==> src/rtl/top_fpga.sv <==
// Single-cycle 8-bit teaching CPU: four registers, zero flag and a fixed 256x8 program ROM.
// Every clock fetches rom[PC] and rom[PC+1] and retires one whole instruction.
module top_fpga (
  input  logic       clk,
  input  logic       rst,
  output logic [7:0] LED_PC,
  output logic [7:0] LED_R0,
  output logic [7:0] LED_R1,
  output logic [7:0] LED_R2,
  output logic [7:0] LED_R3,
  output logic       LED_ZERO
);

  typedef enum logic {
    ST_RUN  = 1'b0,
    ST_HALT = 1'b1
  } state_t;

  state_t          r_state;
  state_t          w_nxt_state;
  logic [7:0]      r_pc;
  logic [7:0]      w_nxt_pc;
  logic [3:0][7:0] r_regs;
  logic [3:0][7:0] w_nxt_regs;
  logic            r_zero;
  logic            w_nxt_zero;

  logic [7:0] w_pc_inc1;
  logic [7:0] w_pc_inc2;
  logic [7:0] w_ins;
  logic [7:0] w_opr;
  logic [3:0] w_opcode;
  logic [1:0] w_rd;
  logic [1:0] w_rs;
  logic [7:0] w_a;
  logic [7:0] w_b;
  logic [7:0] w_res;
  logic       w_wr;
  logic       w_setz;

  // Default program: counts R1 down from 3 while R0 holds 5+3, then parks on HLT.
  function automatic logic [7:0] rom_byte(input logic [7:0] addr);
    case (addr)
      8'h00:   rom_byte = 8'h10;
      8'h01:   rom_byte = 8'h05;
      8'h02:   rom_byte = 8'h14;
      8'h03:   rom_byte = 8'h03;
      8'h04:   rom_byte = 8'h31;
      8'h05:   rom_byte = 8'h28;
      8'h06:   rom_byte = 8'h94;
      8'h07:   rom_byte = 8'hC0;
      8'h08:   rom_byte = 8'h06;
      8'h09:   rom_byte = 8'h1C;
      8'h0A:   rom_byte = 8'hAA;
      8'h0B:   rom_byte = 8'hF0;
      default: rom_byte = 8'h00;
    endcase
  endfunction

  assign w_pc_inc1 = r_pc + 8'd1;
  assign w_pc_inc2 = r_pc + 8'd2;
  assign w_ins     = rom_byte(r_pc);
  assign w_opr     = rom_byte(w_pc_inc1);
  assign w_opcode  = w_ins[7:4];
  assign w_rd      = w_ins[3:2];
  assign w_rs      = w_ins[1:0];
  // Operands come from pre-edge registers, so rd==rs reads the same old value twice.
  assign w_a       = r_regs[w_rd];
  assign w_b       = r_regs[w_rs];

  always_ff @(posedge clk) begin
    if (!rst) begin
      r_state <= ST_RUN;
      r_pc    <= 8'h00;
      r_regs  <= '0;
      r_zero  <= 1'b0;
    end else begin
      r_state <= w_nxt_state;
      r_pc    <= w_nxt_pc;
      r_regs  <= w_nxt_regs;
      r_zero  <= w_nxt_zero;
    end
  end

  always_comb begin
    w_nxt_state = r_state;
    w_nxt_pc    = w_pc_inc1;
    w_nxt_regs  = r_regs;
    w_nxt_zero  = r_zero;
    w_res       = 8'h00;
    w_wr        = 1'b0;
    w_setz      = 1'b0;

    if (r_state == ST_HALT) begin
      w_nxt_pc = r_pc;
    end else begin
      case (w_opcode)
        4'h1: begin
          w_res    = w_opr;
          w_wr     = 1'b1;
          w_nxt_pc = w_pc_inc2;
        end
        4'h2: begin
          w_res = w_b;
          w_wr  = 1'b1;
        end
        4'h3: begin w_res = w_a + w_b;  w_wr = 1'b1; w_setz = 1'b1; end
        4'h4: begin w_res = w_a - w_b;  w_wr = 1'b1; w_setz = 1'b1; end
        4'h5: begin w_res = w_a & w_b;  w_wr = 1'b1; w_setz = 1'b1; end
        4'h6: begin w_res = w_a | w_b;  w_wr = 1'b1; w_setz = 1'b1; end
        4'h7: begin w_res = w_a ^ w_b;  w_wr = 1'b1; w_setz = 1'b1; end
        4'h8: begin w_res = w_a + 8'd1; w_wr = 1'b1; w_setz = 1'b1; end
        4'h9: begin w_res = w_a - 8'd1; w_wr = 1'b1; w_setz = 1'b1; end
        4'hA: w_nxt_pc = w_opr;
        4'hB: w_nxt_pc = r_zero ? w_opr : w_pc_inc2;
        4'hC: w_nxt_pc = r_zero ? w_pc_inc2 : w_opr;
        4'hF: begin
          w_nxt_pc    = r_pc;
          w_nxt_state = ST_HALT;
        end
        default: ;
      endcase
    end

    if (w_wr) w_nxt_regs[w_rd] = w_res;
    if (w_setz) w_nxt_zero = (w_res == 8'h00);
  end

  assign LED_PC   = r_pc;
  assign LED_R0   = r_regs[0];
  assign LED_R1   = r_regs[1];
  assign LED_R2   = r_regs[2];
  assign LED_R3   = r_regs[3];
  assign LED_ZERO = r_zero;

endmodule

==> config.mk <==
export PLATFORM = sky130hd
export DESIGN_NAME = top_fpga
export DESIGN_NICKNAME = d
export VERILOG_FILES = /design/src/rtl/top_fpga.sv
export SDC_FILE = /design/constraint.sdc
export NUM_CORES = 1
export LEC_CHECK = 0
export BUFFER_PORTS_ARGS = -buffer_cell sky130_fd_sc_hd__buf_2
export CELL_PAD_IN_SITES_DETAIL_PLACEMENT = 2
export CELL_PAD_IN_SITES_GLOBAL_PLACEMENT = 2
export CORE_ASPECT_RATIO = 0.5
export CORE_UTILIZATION = 38
export DETAILED_ROUTE_END_ITERATION = 10
export PLACE_DENSITY_LB_ADDON = 0.1
export SLEW_MARGIN = 25
export SYNTH_ARGS = -nofsm -noshare
export SYNTH_HDL_FRONTEND = slang
export SYNTH_SLANG_ARGS = --single-unit
==> constraint.sdc <==
create_clock -name clk -period 13.7 [get_ports clk]
set_input_delay 2.74 -clock clk [delete_from_list [all_inputs] [get_ports clk]]
set_output_delay 2.74 -clock clk [all_outputs]
set_load 0.01 [all_outputs]
### Word level (Yosys, flattened, before mapping)

Memory sizes are Yosys's and may differ from the RTL's. A register that Yosys moved wholly into a read port is not among the register bits.
Index checks and enable logic that the tools add are counted.

| storage, ports and cells | value |
|---|---|
| flip-flop bits (word level) | 42 |
| ROM bits | 256 |
| output and inout bits | 41 |
| word-level logic and storage cells | 65 |
| memories | 2 |

| cells by class | value |
|---|---|
| add/subtract/negate cells | 6 |
| order comparisons | 3 |
| equality and inequality tests | 13 |
| multiplexer cells | 22 |
| bitwise gates (word level) | 5 |
| reduce and logical (&&, ||, !) cells | 7 |

Memories:

| memory | words | bits a word | rd ports | clocked after Yosys merged registers in | write ports | RTL line | text |
|---|---|---|---|---|---|---|---|
| (name not given) | 16 | 8 | 1 | 0 | 0 | 43 | `case (addr)` |
| (name not given) | 16 | 8 | 1 | 1 | 0 | 43 |  |

Operators with widths:

| operator | number |
|---|---|
| 8-bit case mux with 9 select lines | 1 |
| 8-bit 2-to-1 mux | 8 |
| 8-bit case mux with 5 select lines | 1 |
| 8-bit binary-select mux with 2-bit select | 2 |
| 32-bit bitwise mux | 1 |
| 4-bit == test, second input constant | 6 |
| 8-bit by 1-bit adder with 8-bit output, second input constant | 2 |
| 8-bit demux with 2-bit select | 1 |
| 4-bit by 3-bit == test with 1-bit output, second input constant | 4 |
| 9-bit OR reduction | 1 |
| 8-bit by 2-bit adder with 8-bit output, second input constant | 1 |
| 8-bit adder | 1 |
| 8-bit bitwise AND | 1 |
| 4-bit by 2-bit == test with 1-bit output, second input constant | 2 |
| 4-bit zero test | 2 |
| 8-bit zero test | 1 |
| 4-bit 2-to-1 mux | 2 |
| 8-bit OR | 1 |
| 8-bit by 1-bit subtractor with 8-bit output, second input constant | 1 |
| 8-bit subtractor | 1 |
| 8-bit XOR | 1 |
| 7-bit OR reduction | 1 |
| 2-bit by 3-bit < comparator with 1-bit output, second input constant | 2 |
| 1-bit 2-to-1 mux | 6 |
| other kinds (5) | 6 |

### Depth between registers and ports, before layout

| depth | value |
|---|---|
| depth in word-level cells | 8 |
| gate-level depth with buffers | 22 |
| gate-level depth less buffers | 20 |

### Worst setup path after synthesis

Ideal clock, no wire load.

| path | value |
|---|---|
| kind | reg2reg |
| start point | register r_pc[7] (netlist: LED_PC[7]) |
| end point | register r_zero (netlist: LED_ZERO) |
| library setup time | 0.086 ns |
| arrival time | 4.459 ns |
| required time | 13.614 ns |
| slack | 9.156 ns |
| stages on the path, launching flop included | 21 |
| path buffers | 2 |
| period minus slack after synthesis | 4.544 ns |
| cell sequence | dfxtp_1 -> or4_1 -> buf_6 -> nor2_8 -> o22a_4 -> inv_2 -> and4_4 -> buf_6 -> and2_1 -> o21ai_0 -> nand2_1 -> or3_1 -> ha_1 -> or3_1 -> o32ai_1 -> xnor2_2 -> or4_1 -> nand3_1 -> nor4b_1 -> a21oi_1 -> a211oi_1 |

| between the ends | value |
|---|---|
| longest elaborated chain between the ends | 8 |
| elaborated cells between the ends (all ways) | 31 |
| those cells by class | add/sub (5); eq/ne (9); mux (10); bitwise (3); reduce/logical (4) |

Ends and longest elaborated chain:

| item | RTL line | text |
|---|---|---|
| start, declared | 21 | `logic [7:0] r_pc;` |
| start signal, assigned | 79 | `r_pc <= w_nxt_pc;` |
| 4-bit zero test | 43 |  |
| 8-bit 2-to-1 mux | 43 |  |
| 8-bit binary-select mux with 2-bit select (on tied branches) | 68, 69 |  |
| 8-bit 2-to-1 mux (on tied branches) | 68, 69 |  |
| 8-bit by 1-bit subtractor with 8-bit output, or another cell as far along | 113 | `4'h9: begin w_res = w_a - 8'd1; w_wr = 1'b1; w_setz = 1'b1; end` |
| 8-bit case mux with 9 select lines | 97 | `case (w_opcode)` |
| 8-bit 2-to-1 mux | 94 | `if (r_state == ST_HALT) begin` |
| 8-bit zero test | 126 | `if (w_setz) w_nxt_zero = (w_res == 8'h00);` |
| end signal, assigned | 81 | `r_zero <= w_nxt_zero;` |
| end, declared | 25 | `logic r_zero;` |

Parallel ways exist; a longest one is shown, timed or not. The select of a mux whose other input is x is not followed.
A chain may end at the register's enable or synchronous reset.

### Worst setup path after layout

| path | value |
|---|---|
| start point | register r_pc[4] (netlist: LED_PC[4]) |
| end point | register r_zero (netlist: LED_ZERO) |

Same word-level chain as after synthesis.

==> results by group <==
Clocking
  – TritonCTS Sinks: 50
  – TritonCTS Buffers: 5
  – Worst-path clk slew: about 0.08 ns
  – Post-CTS setup buffer count: 0
  – PostCTS Resize Cnt: 0
  – CTS Root Cell: clkbuf_16
  – CTS tree: yes
  – Clock tree buffer depth: 2
  – Clk_lat worst skew: roughly 0.3 ns
  – H-tree levels: 2
  – Hold buffer count at cts: 0

Route
  – Starting DRC count in detailed routing: about 240
  – WL per Instance: 23.8 µm
  – Via density: about 6.3
  – Via count: ~4600
  – TritonRoute pass-1 iters: 4
  – Drt total wl: roughly 17000 µm
  – Antenna viol nets, final: 0
  – DRC viols: 0

Critical path
  – Worst r2r src: LED_PC[4]
  – Crit path arrival time: roughly 5.5 ns
  – Setup crit end: LED_ZERO
  – CP Capture Type: register
  – CP bufs+invs: 1
  – Crit path kind: reg2reg
  – Origin of the worst setup path: LED_PC[4]
  – Reg2Reg Depth: 18
  – CP required: between 10 and 15 ns
  – Slowest CP cell: o32ai_1
  – Delay-heaviest family, CP: simple AND/OR/NAND/NOR gates
  – Worst path depth: 18
  – Reg-to-reg endpoint: LED_ZERO
  – Crit path cell chain: or4_1, buf_4, nor2_8, o22ai_2, and4_4, and2_1, o21ai_0, nand2_1, or3_1, ha_1, or3_1, o32ai_1, xnor2_2, or4_1, nand3_1, nor4b_1, a21oi_1, a211oi_1
  – CP max stage delay: approximately 0.56 ns
  – Critical path peak fanout: 26
  – Register-to-register setup slack: 8.43 ns
  – Nature of the critical path startpoint: register

Timing
  – Fin crit share: between 30% and 40%
  – Post-Route Setup TNS: 0 ns
  – Final hold vios: 0
  – Min Tclk post-route: about 5.3 ns
  – Relative slew margins: 23.3%
  – Endpoints failing setup: 0
  – FMAX: 190 MHz
  – RSZ-0062 raised after global routing: no
  – Clock skew: around 0.0079 ns
  – Worst Max-Slew Pin Slew: ~1.1 ns
  – Slew Limit Fails: 0

Logic synthesis
  – Mapped Area: about 4400 µm²
  – Post-synth top cells: nor2_1, dfxtp_1, o21ai_0, nand2_1, a21oi_1
  – YS warnings: 0
  – Synth top area share: 22.8%
  – Area leader, netlist: dfxtp_1
  – Synth Flop Type: dfxtp_1
  – Most frequent cell after synthesis: nor2_1
  – Cells after Synth: 561
  – Synth cell types: 84
  – EDFF count, synth: 0
  – Syn nets: ~590
  – Async S/R FF share, synth: 0%
  – Flops & latches, synth: 50
  – Mean Syn Cell Area: approximately 7.8 µm²
  – Largest cells by area after synthesis: dfxtp_1, ha_1, nor2_1
  – Post-synthesis sequential area ratio: between 20% and 30%

Floorplanning
  – Die outline area: about 12000 µm²
  – Core area: about 11000 µm²
  – Initial Util: 39.6%
  – Row cnt: 27
  – Die H: just under 80 µm
  – I/O pin count: between 40 and 50
  – Die width: approximately 150 µm

Job
  – Max Cap Viol: 0

Outcome
  – Status: complete, no violations

GRT
  – Initial antenna violation count: 1
  – GR Util All Layers: between 20% and 30%
  – Global route total overflow: 0
  – Largest net degree at the start of global routing: 37
  – Vias in the first global route: between 4000 and 5000
  – First-pass GRT wire length: roughly 27000 µm

Layout
  – Nets@finish: 616
  – Area growth from synthesis to layout: 10.1%
  – Antenna Cells: 0
  – Share of cells above drive strength 1: roughly 17%

Hold path
  – Worst hold path type: reg2reg
  – Hold path start: LED_R1[0]

Place
  – Dpl hpwl: 12900 µm
  – Buffers on Ports: 42
  – Gpl congestion: around 0.92
## how the worst min path moves through the flow
stage,endpoint,slack (ns),depth (start not counted)
after global placement,LED_R2[0],0.53,2
after global routing,LED_R3[5],0.58,2
after CTS,LED_R2[5],0.55,2
after floorplan,LED_PC[5],0.54,1
final,LED_R1[0],0.54,2
after detailed placement,LED_R1[0],0.53,2
## cell type report
type,count,area (µm²)
multi-input combinational,452,3150
tap,145,181
timing repair buffer,49,260
inverter,26,97.6
fill,1305,6270
sequential,50,1000
clock inverter,3,23.8
clock buffer,5,125
## per-layer routing
metal	GRT usage, %	vias up	wire length [µm]
met5	0	-	0
met3	5.85	11	969
met4	4.00	0	109
met2	46.3	101	7570
met1	41.4	2331	8690
li1	-	2126	-
## worst register-to-register path: cells and delay by family, from the launching register on
family,cells,cell delay (ns)
XOR/XNOR,1,0.24
AND/OR/NAND/NOR,10,2.79
flip-flops,1,0.39
AO/OA/AOI/OAI,5,1.25
adder cells (fa/ha/maj),1,0.24
buffers and inverters,1,0.27
## metrics by stage
| step | utilization [%] | area [µm²] | hold slack (ns) | cells | setup slack [ns] |
|---|---|---|---|---|---|
| 6_report | 43.6 | 4840 | 0.545 | 730 | 8.43 |
| 5_1_grt | 43.6 | 4840 | 0.584 | 730 | 8.17 |
| 4_1_cts | 43.5 | 4830 | 0.545 | 729 | 8.51 |
| 3_5_place_dp | 42.1 | 4680 | 0.533 | 721 | 8.54 |
| 3_3_place_gp | 42.0 | 4670 | 0.525 | 721 | 8.76 |
| 2_1_floorplan | - | 4400 | 0.538 | 561 | 9.16 |
## kinds of logic (layout without fill, tap and decap cells)
family                   after synthesis  count (layout)  synth area share (%)
buffers and inverters                 59              83                  5.92
flip-flops                            50              50                  22.8
AO/OA/AOI/OAI                        203             203                  33.8
XOR/XNOR                              10              10                  2.16
AND/OR/NAND/NOR                      190             190                  22.3
multiplexers                          18              18                  4.12
adder cells (fa/ha/maj)               31              31                  8.93
## layout by cell type (no fill, tap or decap), types with 3 or more instances in the layout
master / synthesis / routed
nor3_1: 6 / 5
dfxtp_1: 50 / 50
and2_1: 3 / 3
xnor2_1: 8 / 8
clkbuf_16: 0 / 5
nor4_2: 3 / 3
a31oi_1: 3 / 3
o31ai_1: 3 / 3
o22ai_1: 9 / 9
o211ai_1: 3 / 3
nor2_1: 74 / 72
a211oi_2: 3 / 3
o221ai_1: 7 / 7
a21oi_1: 35 / 35
a221oi_1: 3 / 3
mux2i_1: 17 / 17
nand2b_1: 15 / 15
o22ai_2: 7 / 7
o21a_1: 6 / 6
o21ai_0: 44 / 44
o21bai_1: 3 / 3
nand3_1: 12 / 12
ha_1: 29 / 29
a2bb2oi_1: 10 / 10
nor2b_1: 5 / 5
or4_1: 4 / 4
and3_1: 7 / 7
o22a_1: 3 / 3
buf_4: 0 / 6
inv_1: 24 / 24
buf_2: 6 / 42
nor3b_1: 3 / 3
nand2_1: 39 / 39
a211oi_1: 34 / 34
Power is not shown: default switching activity piles up to over one toggle a cycle in this logic, so the estimate is an artifact.
